## src/rtl/unidade_controle_multiciclo_if.sv

```systemverilog
// ----------------------------------------------------------------------------
// unidade_controle_multiciclo_if
//   Bundle between the multi-cycle control FSM and the RV64 datapath
//   (PC, IR, ula64, register file, data memory).
//
//   Datapath -> control (status):
//     opcode[6:0]   IR[6:0]
//     funct3[2:0]   IR[14:12]
//     funct7_5      IR[30]
//     igual         ULA equal flag (A == B)
//     mem_rdy       memory finished the current read/write this cycle
//   Control -> datapath (commands):
//     reset_wire    datapath register reset
//     pcWrite       PC load enable
//     pcSrc         PC source: 0 ULA result, 1 ALUOut
//     irWrite       IR load enable
//     memRead       memory read request
//     memWrite      memory write request
//     iOrD          memory address: 0 PC, 1 ALUOut
//     writeReg      register file write enable
//     memToReg[1:0] writeback source: 0 ALUOut, 1 MDR, 2 immediate
//     loadAB        latch register file outputs into A/B
//     loadAluOut    latch ULA result into ALUOut
//     aluSrcA       ULA A input: 0 PC, 1 A
//     aluSrcB[1:0]  ULA B input: 0 B, 1 const 4, 2 imm, 3 imm<<1
//     operacao[2:0] ULA selector
//     estado[3:0]   current FSM state (debug)
//     erro          FSM is in the sticky error state
//
//   Modports: master = control unit, slave = datapath side.
// ----------------------------------------------------------------------------
interface unidade_controle_multiciclo_if;
    logic [6:0] opcode;
    logic [2:0] funct3;
    logic       funct7_5;
    logic       igual;
    logic       mem_rdy;

    logic       reset_wire;
    logic       pcWrite;
    logic       pcSrc;
    logic       irWrite;
    logic       memRead;
    logic       memWrite;
    logic       iOrD;
    logic       writeReg;
    logic [1:0] memToReg;
    logic       loadAB;
    logic       loadAluOut;
    logic       aluSrcA;
    logic [1:0] aluSrcB;
    logic [2:0] operacao;
    logic [3:0] estado;
    logic       erro;

    modport master (
        input  opcode, funct3, funct7_5, igual, mem_rdy,
        output reset_wire, pcWrite, pcSrc, irWrite, memRead, memWrite, iOrD,
               writeReg, memToReg, loadAB, loadAluOut, aluSrcA, aluSrcB,
               operacao, estado, erro
    );

    modport slave (
        output opcode, funct3, funct7_5, igual, mem_rdy,
        input  reset_wire, pcWrite, pcSrc, irWrite, memRead, memWrite, iOrD,
               writeReg, memToReg, loadAB, loadAluOut, aluSrcA, aluSrcB,
               operacao, estado, erro
    );
endinterface

```

## src/rtl/unidade_controle_multiciclo.sv

```systemverilog
// ----------------------------------------------------------------------------
// unidade_controle_multiciclo
//   Multi-cycle control FSM for the RV64 datapath. Sequences fetch, decode,
//   execute, memory access and writeback, issuing write enables, mux selects
//   and the ULA selector. Memory accesses use a req/ready handshake, so the
//   FSM stretches to any memory latency.
//
//   Ports:
//     CLK  rising-edge clock
//     RST  asynchronous active-high reset
//     bus  unidade_controle_multiciclo_if.master (status in, commands out)
//
//   Parameter:
//     MEM_TIMEOUT  max cycles a memory request may wait for mem_rdy before
//                  the FSM gives up and enters ERRO (timeout build only)
//
//   Build option:
//     MEM_TIMEOUT_EN  when defined, a wait counter watches FETCH/MEM_LD/
//                     MEM_ST; when undefined the FSM waits forever.
// ----------------------------------------------------------------------------
module unidade_controle_multiciclo #(
    parameter int MEM_TIMEOUT = 15
) (
    input  logic                           CLK,
    input  logic                           RST,
    unidade_controle_multiciclo_if.master  bus
);

    localparam logic [3:0] S_RESET  = 4'd0;
    localparam logic [3:0] S_FETCH  = 4'd1;
    localparam logic [3:0] S_DECODE = 4'd2;
    localparam logic [3:0] S_EXEC_R = 4'd3;
    localparam logic [3:0] S_EXEC_I = 4'd4;
    localparam logic [3:0] S_ADDR   = 4'd5;
    localparam logic [3:0] S_MEM_LD = 4'd6;
    localparam logic [3:0] S_MEM_ST = 4'd7;
    localparam logic [3:0] S_WB     = 4'd8;
    localparam logic [3:0] S_BRANCH = 4'd9;
    localparam logic [3:0] S_ERRO   = 4'd10;

    localparam logic [6:0] OP_R    = 7'b0110011;
    localparam logic [6:0] OP_I    = 7'b0010011;
    localparam logic [6:0] OP_LD   = 7'b0000011;
    localparam logic [6:0] OP_ST   = 7'b0100011;
    localparam logic [6:0] OP_BR   = 7'b1100011;
    localparam logic [6:0] OP_LUI  = 7'b0110111;

    localparam logic [2:0] ULA_ADD = 3'b001;
    localparam logic [2:0] ULA_SUB = 3'b010;
    localparam logic [2:0] ULA_AND = 3'b011;

    logic [3:0] r_state;
    logic [3:0] w_next_state;
    logic [1:0] r_wb_sel;
    logic       w_timeout;

    logic       w_reset_wire;
    logic       w_pc_write;
    logic       w_pc_src;
    logic       w_ir_write;
    logic       w_mem_read;
    logic       w_mem_write;
    logic       w_i_or_d;
    logic       w_write_reg;
    logic [1:0] w_mem_to_reg;
    logic       w_load_ab;
    logic       w_load_alu_out;
    logic       w_alu_src_a;
    logic [1:0] w_alu_src_b;
    logic [2:0] w_operacao;
    logic       w_erro;

`ifdef MEM_TIMEOUT_EN
    localparam int CNT_W = $clog2(MEM_TIMEOUT + 1);

    logic [CNT_W-1:0] r_wait_cnt;
    logic             w_waiting;

    // A request is waiting when the FSM sits in a memory state without ready.
    // mem_rdy on the same cycle the count hits the limit still completes.
    assign w_waiting = ((r_state == S_FETCH) || (r_state == S_MEM_LD) ||
                        (r_state == S_MEM_ST)) && !bus.mem_rdy;
    assign w_timeout = w_waiting && (r_wait_cnt == CNT_W'(MEM_TIMEOUT));

    always_ff @(posedge CLK or posedge RST) begin
        if (RST) begin
            r_wait_cnt <= '0;
        end else if (w_next_state != r_state) begin
            r_wait_cnt <= '0;
        end else if (w_waiting) begin
            r_wait_cnt <= r_wait_cnt + 1'b1;
        end
    end
`else
    logic w_unused_cfg;

    assign w_timeout    = 1'b0;
    assign w_unused_cfg = (MEM_TIMEOUT != 0);
`endif

    always_ff @(posedge CLK or posedge RST) begin
        if (RST) begin
            r_state  <= S_RESET;
            r_wb_sel <= 2'd0;
        end else begin
            r_state <= w_next_state;
            // Writeback source is fixed at dispatch so WB stays purely Moore.
            if (r_state == S_DECODE) begin
                if (bus.opcode == OP_LUI) begin
                    r_wb_sel <= 2'd2;
                end else if (bus.opcode == OP_LD) begin
                    r_wb_sel <= 2'd1;
                end else begin
                    r_wb_sel <= 2'd0;
                end
            end
        end
    end

    always_comb begin
        w_next_state   = r_state;
        w_reset_wire   = 1'b0;
        w_pc_write     = 1'b0;
        w_pc_src       = 1'b0;
        w_ir_write     = 1'b0;
        w_mem_read     = 1'b0;
        w_mem_write    = 1'b0;
        w_i_or_d       = 1'b0;
        w_write_reg    = 1'b0;
        w_mem_to_reg   = 2'd0;
        w_load_ab      = 1'b0;
        w_load_alu_out = 1'b0;
        w_alu_src_a    = 1'b0;
        w_alu_src_b    = 2'd0;
        w_operacao     = 3'b000;
        w_erro         = 1'b0;

        case (r_state)
            S_RESET: begin
                w_reset_wire = 1'b1;
                w_next_state = S_FETCH;
            end

            // PC+4 is computed in the ULA while the fetch is in flight.
            S_FETCH: begin
                w_mem_read  = 1'b1;
                w_alu_src_b = 2'd1;
                w_operacao  = ULA_ADD;
                if (bus.mem_rdy) begin
                    w_ir_write   = 1'b1;
                    w_pc_write   = 1'b1;
                    w_next_state = S_DECODE;
                end else if (w_timeout) begin
                    w_next_state = S_ERRO;
                end
            end

            // Branch target (PC + imm<<1) is precomputed into ALUOut here.
            S_DECODE: begin
                w_load_ab      = 1'b1;
                w_alu_src_b    = 2'd3;
                w_operacao     = ULA_ADD;
                w_load_alu_out = 1'b1;
                case (bus.opcode)
                    OP_R:         w_next_state = S_EXEC_R;
                    OP_I:         w_next_state = S_EXEC_I;
                    OP_LD, OP_ST: w_next_state = S_ADDR;
                    OP_BR:        w_next_state = S_BRANCH;
                    OP_LUI:       w_next_state = S_WB;
                    default:      w_next_state = S_ERRO;
                endcase
            end

            S_EXEC_R: begin
                w_alu_src_a = 1'b1;
                w_alu_src_b = 2'd0;
                if (bus.funct3 == 3'b000) begin
                    w_operacao     = bus.funct7_5 ? ULA_SUB : ULA_ADD;
                    w_load_alu_out = 1'b1;
                    w_next_state   = S_WB;
                end else if (bus.funct3 == 3'b111) begin
                    w_operacao     = ULA_AND;
                    w_load_alu_out = 1'b1;
                    w_next_state   = S_WB;
                end else begin
                    w_next_state = S_ERRO;
                end
            end

            S_EXEC_I: begin
                w_alu_src_a = 1'b1;
                w_alu_src_b = 2'd2;
                w_operacao  = ULA_ADD;
                if (bus.funct3 == 3'b000) begin
                    w_load_alu_out = 1'b1;
                    w_next_state   = S_WB;
                end else begin
                    w_next_state = S_ERRO;
                end
            end

            S_ADDR: begin
                w_alu_src_a    = 1'b1;
                w_alu_src_b    = 2'd2;
                w_operacao     = ULA_ADD;
                w_load_alu_out = 1'b1;
                w_next_state   = (bus.opcode == OP_LD) ? S_MEM_LD : S_MEM_ST;
            end

            S_MEM_LD: begin
                w_mem_read = 1'b1;
                w_i_or_d   = 1'b1;
                if (bus.mem_rdy) begin
                    w_next_state = S_WB;
                end else if (w_timeout) begin
                    w_next_state = S_ERRO;
                end
            end

            S_MEM_ST: begin
                w_mem_write = 1'b1;
                w_i_or_d    = 1'b1;
                if (bus.mem_rdy) begin
                    w_next_state = S_FETCH;
                end else if (w_timeout) begin
                    w_next_state = S_ERRO;
                end
            end

            S_WB: begin
                w_write_reg  = 1'b1;
                w_mem_to_reg = r_wb_sel;
                w_next_state = S_FETCH;
            end

            // Only beq/bne are supported; funct3[0] inverts the equality test.
            S_BRANCH: begin
                w_alu_src_a = 1'b1;
                w_alu_src_b = 2'd0;
                w_operacao  = ULA_SUB;
                if (bus.funct3[2:1] != 2'b00) begin
                    w_next_state = S_ERRO;
                end else begin
                    if (bus.igual ^ bus.funct3[0]) begin
                        w_pc_write = 1'b1;
                        w_pc_src   = 1'b1;
                    end
                    w_next_state = S_FETCH;
                end
            end

            S_ERRO: begin
                w_erro = 1'b1;
            end

            default: begin
                w_next_state = S_ERRO;
            end
        endcase
    end

    assign bus.reset_wire = w_reset_wire;
    assign bus.pcWrite    = w_pc_write;
    assign bus.pcSrc      = w_pc_src;
    assign bus.irWrite    = w_ir_write;
    assign bus.memRead    = w_mem_read;
    assign bus.memWrite   = w_mem_write;
    assign bus.iOrD       = w_i_or_d;
    assign bus.writeReg   = w_write_reg;
    assign bus.memToReg   = w_mem_to_reg;
    assign bus.loadAB     = w_load_ab;
    assign bus.loadAluOut = w_load_alu_out;
    assign bus.aluSrcA    = w_alu_src_a;
    assign bus.aluSrcB    = w_alu_src_b;
    assign bus.operacao   = w_operacao;
    assign bus.estado     = r_state;
    assign bus.erro       = w_erro;

endmodule

```

## src/flat_wrapper.sv

```systemverilog
// flat-port wrapper written by rule: the top's interface ports become plain ports
module unidade_controle_multiciclo_flat 
#(
    parameter int MEM_TIMEOUT = 15
)
  (CLK, RST, bus_opcode, bus_funct3, bus_funct7_5, bus_igual, bus_mem_rdy, bus_reset_wire, bus_pcWrite, bus_pcSrc, bus_irWrite, bus_memRead, bus_memWrite, bus_iOrD, bus_writeReg, bus_memToReg, bus_loadAB, bus_loadAluOut, bus_aluSrcA, bus_aluSrcB, bus_operacao, bus_estado, bus_erro);
  unidade_controle_multiciclo_if bus_i ();
  input  logic CLK;
  input  logic RST;
  input wire logic [$bits(bus_i.opcode)-1:0] bus_opcode;
  input wire logic [$bits(bus_i.funct3)-1:0] bus_funct3;
  input wire logic [$bits(bus_i.funct7_5)-1:0] bus_funct7_5;
  input wire logic [$bits(bus_i.igual)-1:0] bus_igual;
  input wire logic [$bits(bus_i.mem_rdy)-1:0] bus_mem_rdy;
  output wire logic [$bits(bus_i.reset_wire)-1:0] bus_reset_wire;
  output wire logic [$bits(bus_i.pcWrite)-1:0] bus_pcWrite;
  output wire logic [$bits(bus_i.pcSrc)-1:0] bus_pcSrc;
  output wire logic [$bits(bus_i.irWrite)-1:0] bus_irWrite;
  output wire logic [$bits(bus_i.memRead)-1:0] bus_memRead;
  output wire logic [$bits(bus_i.memWrite)-1:0] bus_memWrite;
  output wire logic [$bits(bus_i.iOrD)-1:0] bus_iOrD;
  output wire logic [$bits(bus_i.writeReg)-1:0] bus_writeReg;
  output wire logic [$bits(bus_i.memToReg)-1:0] bus_memToReg;
  output wire logic [$bits(bus_i.loadAB)-1:0] bus_loadAB;
  output wire logic [$bits(bus_i.loadAluOut)-1:0] bus_loadAluOut;
  output wire logic [$bits(bus_i.aluSrcA)-1:0] bus_aluSrcA;
  output wire logic [$bits(bus_i.aluSrcB)-1:0] bus_aluSrcB;
  output wire logic [$bits(bus_i.operacao)-1:0] bus_operacao;
  output wire logic [$bits(bus_i.estado)-1:0] bus_estado;
  output wire logic [$bits(bus_i.erro)-1:0] bus_erro;
  assign bus_i.opcode = bus_opcode;
  assign bus_i.funct3 = bus_funct3;
  assign bus_i.funct7_5 = bus_funct7_5;
  assign bus_i.igual = bus_igual;
  assign bus_i.mem_rdy = bus_mem_rdy;
  assign bus_reset_wire = bus_i.reset_wire;
  assign bus_pcWrite = bus_i.pcWrite;
  assign bus_pcSrc = bus_i.pcSrc;
  assign bus_irWrite = bus_i.irWrite;
  assign bus_memRead = bus_i.memRead;
  assign bus_memWrite = bus_i.memWrite;
  assign bus_iOrD = bus_i.iOrD;
  assign bus_writeReg = bus_i.writeReg;
  assign bus_memToReg = bus_i.memToReg;
  assign bus_loadAB = bus_i.loadAB;
  assign bus_loadAluOut = bus_i.loadAluOut;
  assign bus_aluSrcA = bus_i.aluSrcA;
  assign bus_aluSrcB = bus_i.aluSrcB;
  assign bus_operacao = bus_i.operacao;
  assign bus_estado = bus_i.estado;
  assign bus_erro = bus_i.erro;
  unidade_controle_multiciclo #(.MEM_TIMEOUT(MEM_TIMEOUT)) u_core (.CLK(CLK), .RST(RST), .bus(bus_i));
endmodule
```

## config.mk

```make
export PLATFORM = sky130hd
export DESIGN_NAME = unidade_controle_multiciclo_flat
export DESIGN_NICKNAME = d
export VERILOG_FILES = /design/src/rtl/unidade_controle_multiciclo_if.sv /design/src/rtl/unidade_controle_multiciclo.sv /design/src/flat_wrapper.sv
export SDC_FILE = /design/constraint.sdc
export NUM_CORES = 1
export LEC_CHECK = 0
export BUFFER_PORTS_ARGS = -buffer_cell sky130_fd_sc_hd__buf_2
export CAP_MARGIN = 10
export CORE_MARGIN = 2
export CORE_UTILIZATION = 40
export CTS_CLUSTER_DIAMETER = 30
export DETAILED_ROUTE_END_ITERATION = 10
export PLACE_DENSITY = 0.81
export SLEW_MARGIN = 20
export SYNTH_ARGS = -nofsm -noshare
export SYNTH_HDL_FRONTEND = slang
export SYNTH_SLANG_ARGS = --single-unit
```

## constraint.sdc

```tcl
create_clock -name CLK -period 3.2 [get_ports CLK]
set_clock_uncertainty 0.05 [all_clocks]
set_input_delay 0.48 -clock CLK [delete_from_list [all_inputs] [get_ports CLK]]
set_output_delay 0.48 -clock CLK [all_outputs]
set_load 0.03 [all_outputs]
```

==> summary.md, run 1 <==
| Metric | Value |
|---|---|
| CTS Hold Bufs | 0 |
| Post-synthesis sequential area ratio | 0.211 |
| # port buffers | 36 |
| Vias | 887 |
| Routed WL | 1970 µm |
| Clock-pin slew on the worst setup and hold paths | 40 ps |
| Synth warn | 0 |
| Leak | 0.000450 µW |
| Slew of the pin with the lowest slew margin | 724 ps |
| Mapped Nets | 118 |
| Final setup viols | 0 |
| Core Region | 1710 µm² |
| RePlAce Congestion | 0.871 |
| CP max stage delay | 640 ps |
| Placed insts | 158 |
| CP Cell Sequence | or3b_1, a211oi_2, buf_2 |
| Startpoint types | register |
| Tcrit/Tclk final | 0.725 |
| Mapped cell area | 713 µm² |
| Post-route minimum period | 2320 ps |
| Number of buffers created by CTS | 3 |
| Design Area, Final | 916 µm² |
| Final net count | 153 |
| Max VDD drop | 0.432 mV |
| Clock sink total | 6 |
| Total global routing overflow | 0 |
| Synthesis-to-layout area growth | 28.4% |
| Hpwl dp | 1540 µm |
| PwrDens | 889 nW/µm² |
| Distinct cells, synth | 40 |
| Relative max-transition margin | 0.517 |
| CP Max Fanout | 26 |
| CP Capture Type | output port |
| CTS resizes | 0 |
| Fin Setup TNS | 0 ps |
| F_max | 431 MHz |
| Worst Setup Path Type | register to output port |
| N_diodes | 0 |
| DRT antenna net count | 0 |
| Synthesized instance count | 103 |
| Status | complete, no violations |
| Post-CTS Setup Bufs | 0 |
| Starting DRT DRC Count | 27 |
| Initial antenna violation count | 0 |
| Vias per cell | 5.51 |
| Synth Area per Inst | 6.92 µm² |
| Largest net degree at the start of global routing | 27 |
| RSZ-0062 raised after global routing | false |
| CTS root buffer | clkbuf_4 |
| Layout cells sized above 1 | 0.346 |
| Hold Violations, Final | 0 |
| Final std cells w/o fill | 161 |
| Critical path data required time | 2670 ps |
| IO Count | 38 |
| Min-Delay Path Class | input pin to async pin |
| CTS tree | built |
| Die width | 46.2 µm |
| First-pass GRT wire length | 3000 µm |
| Critical path arrival | 1790 ps |
| Max-Cap Viols | 0 |
| Initial Utilization | 0.418 |
| DR WL/cell | 12.2 µm |
| Vias in the first global route | 710 |
| Htree depth | 1 |
| Dpl cell area | 893 µm² |
| Die Span Y | 46.2 µm |
| Worst-Skew Late Latency | 240 ps |
| Total die area | 2140 µm² |
| Total global-route track usage | 0.193 |
| Max Slew Vio Count | 0 |
| FP Rows | 15 |
| Post-synthesis register bit count | 6 |
| TritonRoute pass-1 iters | 4 |
| CP max-delay cell | dfrtp_1 |
| CTS max path bufs | 2 |
| DRC violations left | 0 |
[power by group]
group / total (µW) / switching [µW] / internal, µW
sequential: 187 / 90.8 / 96.1
clock: 67.2 / 25.0 / 42.3
combinational: 560 / 371 / 190
total: 814 / 487 / 328
[cell usage in the layout (no fill, tap or decap), types with 2 or more instances in the layout]
| master | count |
|---|---|
| a211oi_1 | 3 |
| xnor2_1 | 2 |
| a21oi_1 | 10 |
| nand2_1 | 10 |
| and3_1 | 4 |
| o21ai_0 | 4 |
| and2_1 | 2 |
| clkbuf_4 | 3 |
| nor3_1 | 7 |
| mux2i_1 | 2 |
| inv_1 | 2 |
| o211ai_1 | 2 |
| nand3_1 | 4 |
| nor2_1 | 11 |
| buf_2 | 36 |
| nor3b_1 | 2 |
| nand2b_1 | 4 |
| dfrtp_1 | 6 |
| inv_2 | 2 |
[area by class of cell]
class                           count  area, µm²
Fill cell                         179        792
Multi-Input combinational cell     87        517
Timing Repair Buffer               36        180
Sequential cell                     6        150
Tap cell                           25       31.3
Clock buffer                        3       22.5
Inverter                            4       15.0
[worst max-delay path, delay by kind of cell (launching register included)]
| kind | cells | cell delay, ps |
|---|---|---|
| flops | 1 | 640 |
| simple gates | 1 | 490 |
| buf+inv | 1 | 220 |
| compound gates | 1 | 190 |
[cell families (layout without fill, tap and decap cells)]
family / Yosys count / in the layout / share of synthesized area
flops: 6 / 6 / 0.211
buf+inv: 10 / 43 / 0.0649
other cells: 1 / 1 / 0.00526
mux: 2 / 2 / 0.0281
xor+xnor: 2 / 2 / 0.0246
simple gates: 54 / 54 / 0.404
compound gates: 28 / 28 / 0.263
[synthesized netlist by cell type, drive strengths merged]
library cell  instances  area, µm²
mux2i                 2       20.0
o21ai                 4       20.0
and2                  2       12.5
nand4                 1       6.26
a2bb2oi               1       8.76
buf                   6       31.3
a211oi                4       35.0
a21boi                1       7.51
nand3b                1       7.51
nor3                  8       45.0
or3                   1       7.51
xnor2                 2       17.5
o31ai                 1       7.51
nand2b                4       25.0
a211o                 1       8.76
conb                  1       3.75
nor2b                 1       6.26
or2                   1       6.26
nand2                11       43.8
a21oi                10       50.1
a311o                 1       10.0
or3b                  1       8.76
nand3                 4       20.0
inv                   4       15.0
nor3b                 2       15.0
and2b                 1       8.76
o221ai                1       8.76
a31oi                 1       6.26
and3                  4       25.0
and4                  1       8.76
nor2                 11       41.3
dfrtp                 6        150
o211ai                2       15.0
o32a                  1       10.0
[per-stage QoR]
step	total power, µW	worst slack [ps]	hold WS (ps)	utilization
floorplan	605	1010	221	-
global placement	736	971	340	0.523
detailed placement	746	890	344	0.523
CTS	817	880	84.0	0.536
global route	880	798	96.2	0.536
finish	814	881	86.5	0.536
[routing by layer]
layer	GRT usage	up-vias	share of wire
met5	0	-	0
met4	0.0400	0	0
met3	0.0667	0	0.075
met2	0.322	38	0.48
met1	0.239	410	0.44
li1	-	439	-
[worst paths after layout]
path	to	slack, ps	start	cells past startpoint
setup / recovery	bus_operacao[1]	880	u_core.bus.estado[3]$_DFFE_PP0P_	3
hold / removal	u_core.bus.estado[2]$_DFFE_PP0P_	90	RST	2
setup reg to reg	u_core.bus.estado[0]$_DFFE_PP0P_	1370	u_core.bus.estado[3]$_DFFE_PP0P_	6
hold reg to reg	u_core.r_wb_sel[1]$_DFFE_PP0P_	410	u_core.r_wb_sel[1]$_DFFE_PP0P_	2
max in group asynchronous	u_core.bus.estado[0]$_DFFE_PP0P_	2830	RST	2
min in group CLK	u_core.r_wb_sel[1]$_DFFE_PP0P_	410	u_core.r_wb_sel[1]$_DFFE_PP0P_	2
[state kept, by name (all words and copies together), names as in the netlist]
signal,flops
u_core.r_wb_sel,2
u_core.bus.estado,4
Power figures use the tool's default switching activity.
==> inputs of run 2 (changes only) <==
==> constraint.sdc (replaced) <==
create_clock -name CLK -period 2.15 [get_ports CLK]
set_clock_uncertainty 0.05 [all_clocks]
set_input_delay 0.3225 -clock CLK [delete_from_list [all_inputs] [get_ports CLK]]
set_output_delay 0.3225 -clock CLK [all_outputs]
set_load 0.03 [all_outputs]
==> run 2 against run 1 <==
Compared with the run above: register-to-register slack worse by 920 ps; combinational power up 64%; first-iteration DRC count down 33%; largest power group unchanged; power up 53%.
==> summary.md, run 2 (synthesized netlist as in run 1, its figures left out) <==
| Metric | Value |
|---|---|
| DR WL/cell | 12.1 µm |
| Fin Setup TNS | 0 ps |
| Worst Setup Path Type | input pin to output port |
| Leak | 0.000463 µW |
| IO Count | 38 |
| Layout cells sized above 1 | 0.367 |
| Total global-route track usage | 0.203 |
| Commonest non-fill, non-tap cell in the layout | buf_2 |
| Reg power frac | 0.183 |
| Largest net degree at the start of global routing | 17 |
| Net switching power | 732 µW |
| Critical path arrival | 1630 ps |
| Number of buffers created by CTS | 3 |
| Total global routing overflow | 0 |
| DRT antenna net count | 0 |
| N_diodes | 0 |
| Total die area | 2140 µm² |
| Post-CTS Setup Bufs | 0 |
| Startpoint types | input pin |
| Clock power frac | 0.081 |
| Sw frac | 0.585 |
| PwrDens | 1320 nW/µm² |
| Max VDD drop | 0.702 mV |
| Hpwl dp | 1570 µm |
| Vias in the first global route | 776 |
| Die width | 46.2 µm |
| # port buffers | 36 |
| Synthesis-to-layout area growth | 32.5% |
| Max Slew Vio Count | 0 |
| FP Rows | 15 |
| Tcrit/Tclk final | 0.929 |
| Min-Delay Path Class | input pin to register |
| Final net count | 156 |
| Max-Cap Viols | 0 |
| Post-route minimum period | 2000 ps |
| Vias per cell | 5.30 |
| Pint | 518 µW |
| R2R Setup Slk | 450 ps |
| CP Capture Type | output port |
| First-pass GRT wire length | 3210 µm |
| Starting DRT DRC Count | 18 |
| CTS tree | built |
| Status | complete, no violations |
| Initial antenna violation count | 0 |
| Max reg flops | 4 |
| Final setup viols | 0 |
| Worst hold margin | 346 ps |
| Clock-pin slew on the worst setup and hold paths | 40 ps |
| CTS root buffer | clkbuf_4 |
| CTS max path bufs | 2 |
| DRC violations left | 0 |
| Routed WL | 1980 µm |
| Hold Violations, Final | 0 |
| Core Region | 1710 µm² |
| Initial Utilization | 0.418 |
| Worst-Skew Late Latency | 240 ps |
| RePlAce Congestion | 0.844 |
| Vias | 870 |
| CP Max Fanout | 6 |
| Logic pwr share | 0.736 |
| RSZ-0062 raised after global routing | false |
| Clock sink total | 6 |
| Most frequent cells in the layout | buf_2, nor2_1, nand2_1, a21oi_1, nor3_1 |
| TritonRoute pass-1 iters | 4 |
| Htree depth | 1 |
| Critical path data required time | 1780 ps |
| Die Span Y | 46.2 µm |
| F_max | 501 MHz |
| Worst hold stages | 4 |
| R2R depth | 6 |
| Post-layout util | 0.553 |
[run 2: changes by cell type in the layout (fill, tap and decap cells not counted), sizes merged]
cell         before  now
dlygate4sd3       0    1
buf              36   38
[run 2: stage by stage]
| stage | setup WS, ps | instance area, µm² | instances | power, µW |
|---|---|---|---|---|
| after floorplan | 118 | 713 | 103 | 900 |
| after global placement | 236 | 908 | 160 | 1130 |
| after detailed placement | 162 | 908 | 160 | 1140 |
| after CTS | 67.4 | 941 | 164 | 1250 |
| after global routing | 32.5 | 945 | 164 | 1350 |
| final | 152 | 945 | 164 | 1250 |
[run 2: layout make-up]
type,instances,area (µm²)
Fill cell,181,763
Timing Repair Buffer,39,205
Tap cell,25,31.3
Clock buffer,3,22.5
Multi-Input combinational cell,87,519
Sequential cell,6,151
Inverter,4,15.0
[run 2: per-layer routing]
metal / up-vias / track usage / wire length (µm)
met5: - / 0 / 0
met4: 0 / 0.0514 / 0
met3: 0 / 0.0510 / 140
met2: 36 / 0.342 / 952
met1: 388 / 0.256 / 887
li1: 446 / - / -
[run 2: what timing repair did]
item,in CTS,in global routing
endpoints found under the hold margin,6,0
endpoints found under the setup margin,0,2
resized for setup,0,2
hold buffers,1,0
[run 2: final timing paths]
kind,startpoint,endpoint
setup / recovery,bus_funct3[2],bus_operacao[1]
hold / removal,bus_opcode[5],u_core.r_wb_sel[0]$_DFFE_PP0P_
setup reg to reg,u_core.bus.estado[2]$_DFFE_PP0P_,u_core.bus.estado[0]$_DFFE_PP0P_
hold reg to reg,u_core.r_wb_sel[1]$_DFFE_PP0P_,u_core.r_wb_sel[1]$_DFFE_PP0P_
max in group asynchronous,RST,u_core.bus.estado[1]$_DFFE_PP0P_
min in group asynchronous,RST,u_core.r_wb_sel[1]$_DFFE_PP0P_
[run 2: critical path: stages]
cell      delay, ps
buf_2           130
nor3_2          280
a21oi_1         100
or3b_1          370
a211oi_2        190
buf_2           230
[run 2: power by group through the flow]
stage                     Sequential [µW]  Clock, µW  Combinational (µW)
final                                 228        101                 920
after global routing                  238        115                 998
after CTS                             225        106                 919
after detailed placement              226          0                 917
after global placement                226          0                 902
after floorplan                       235          0                 665
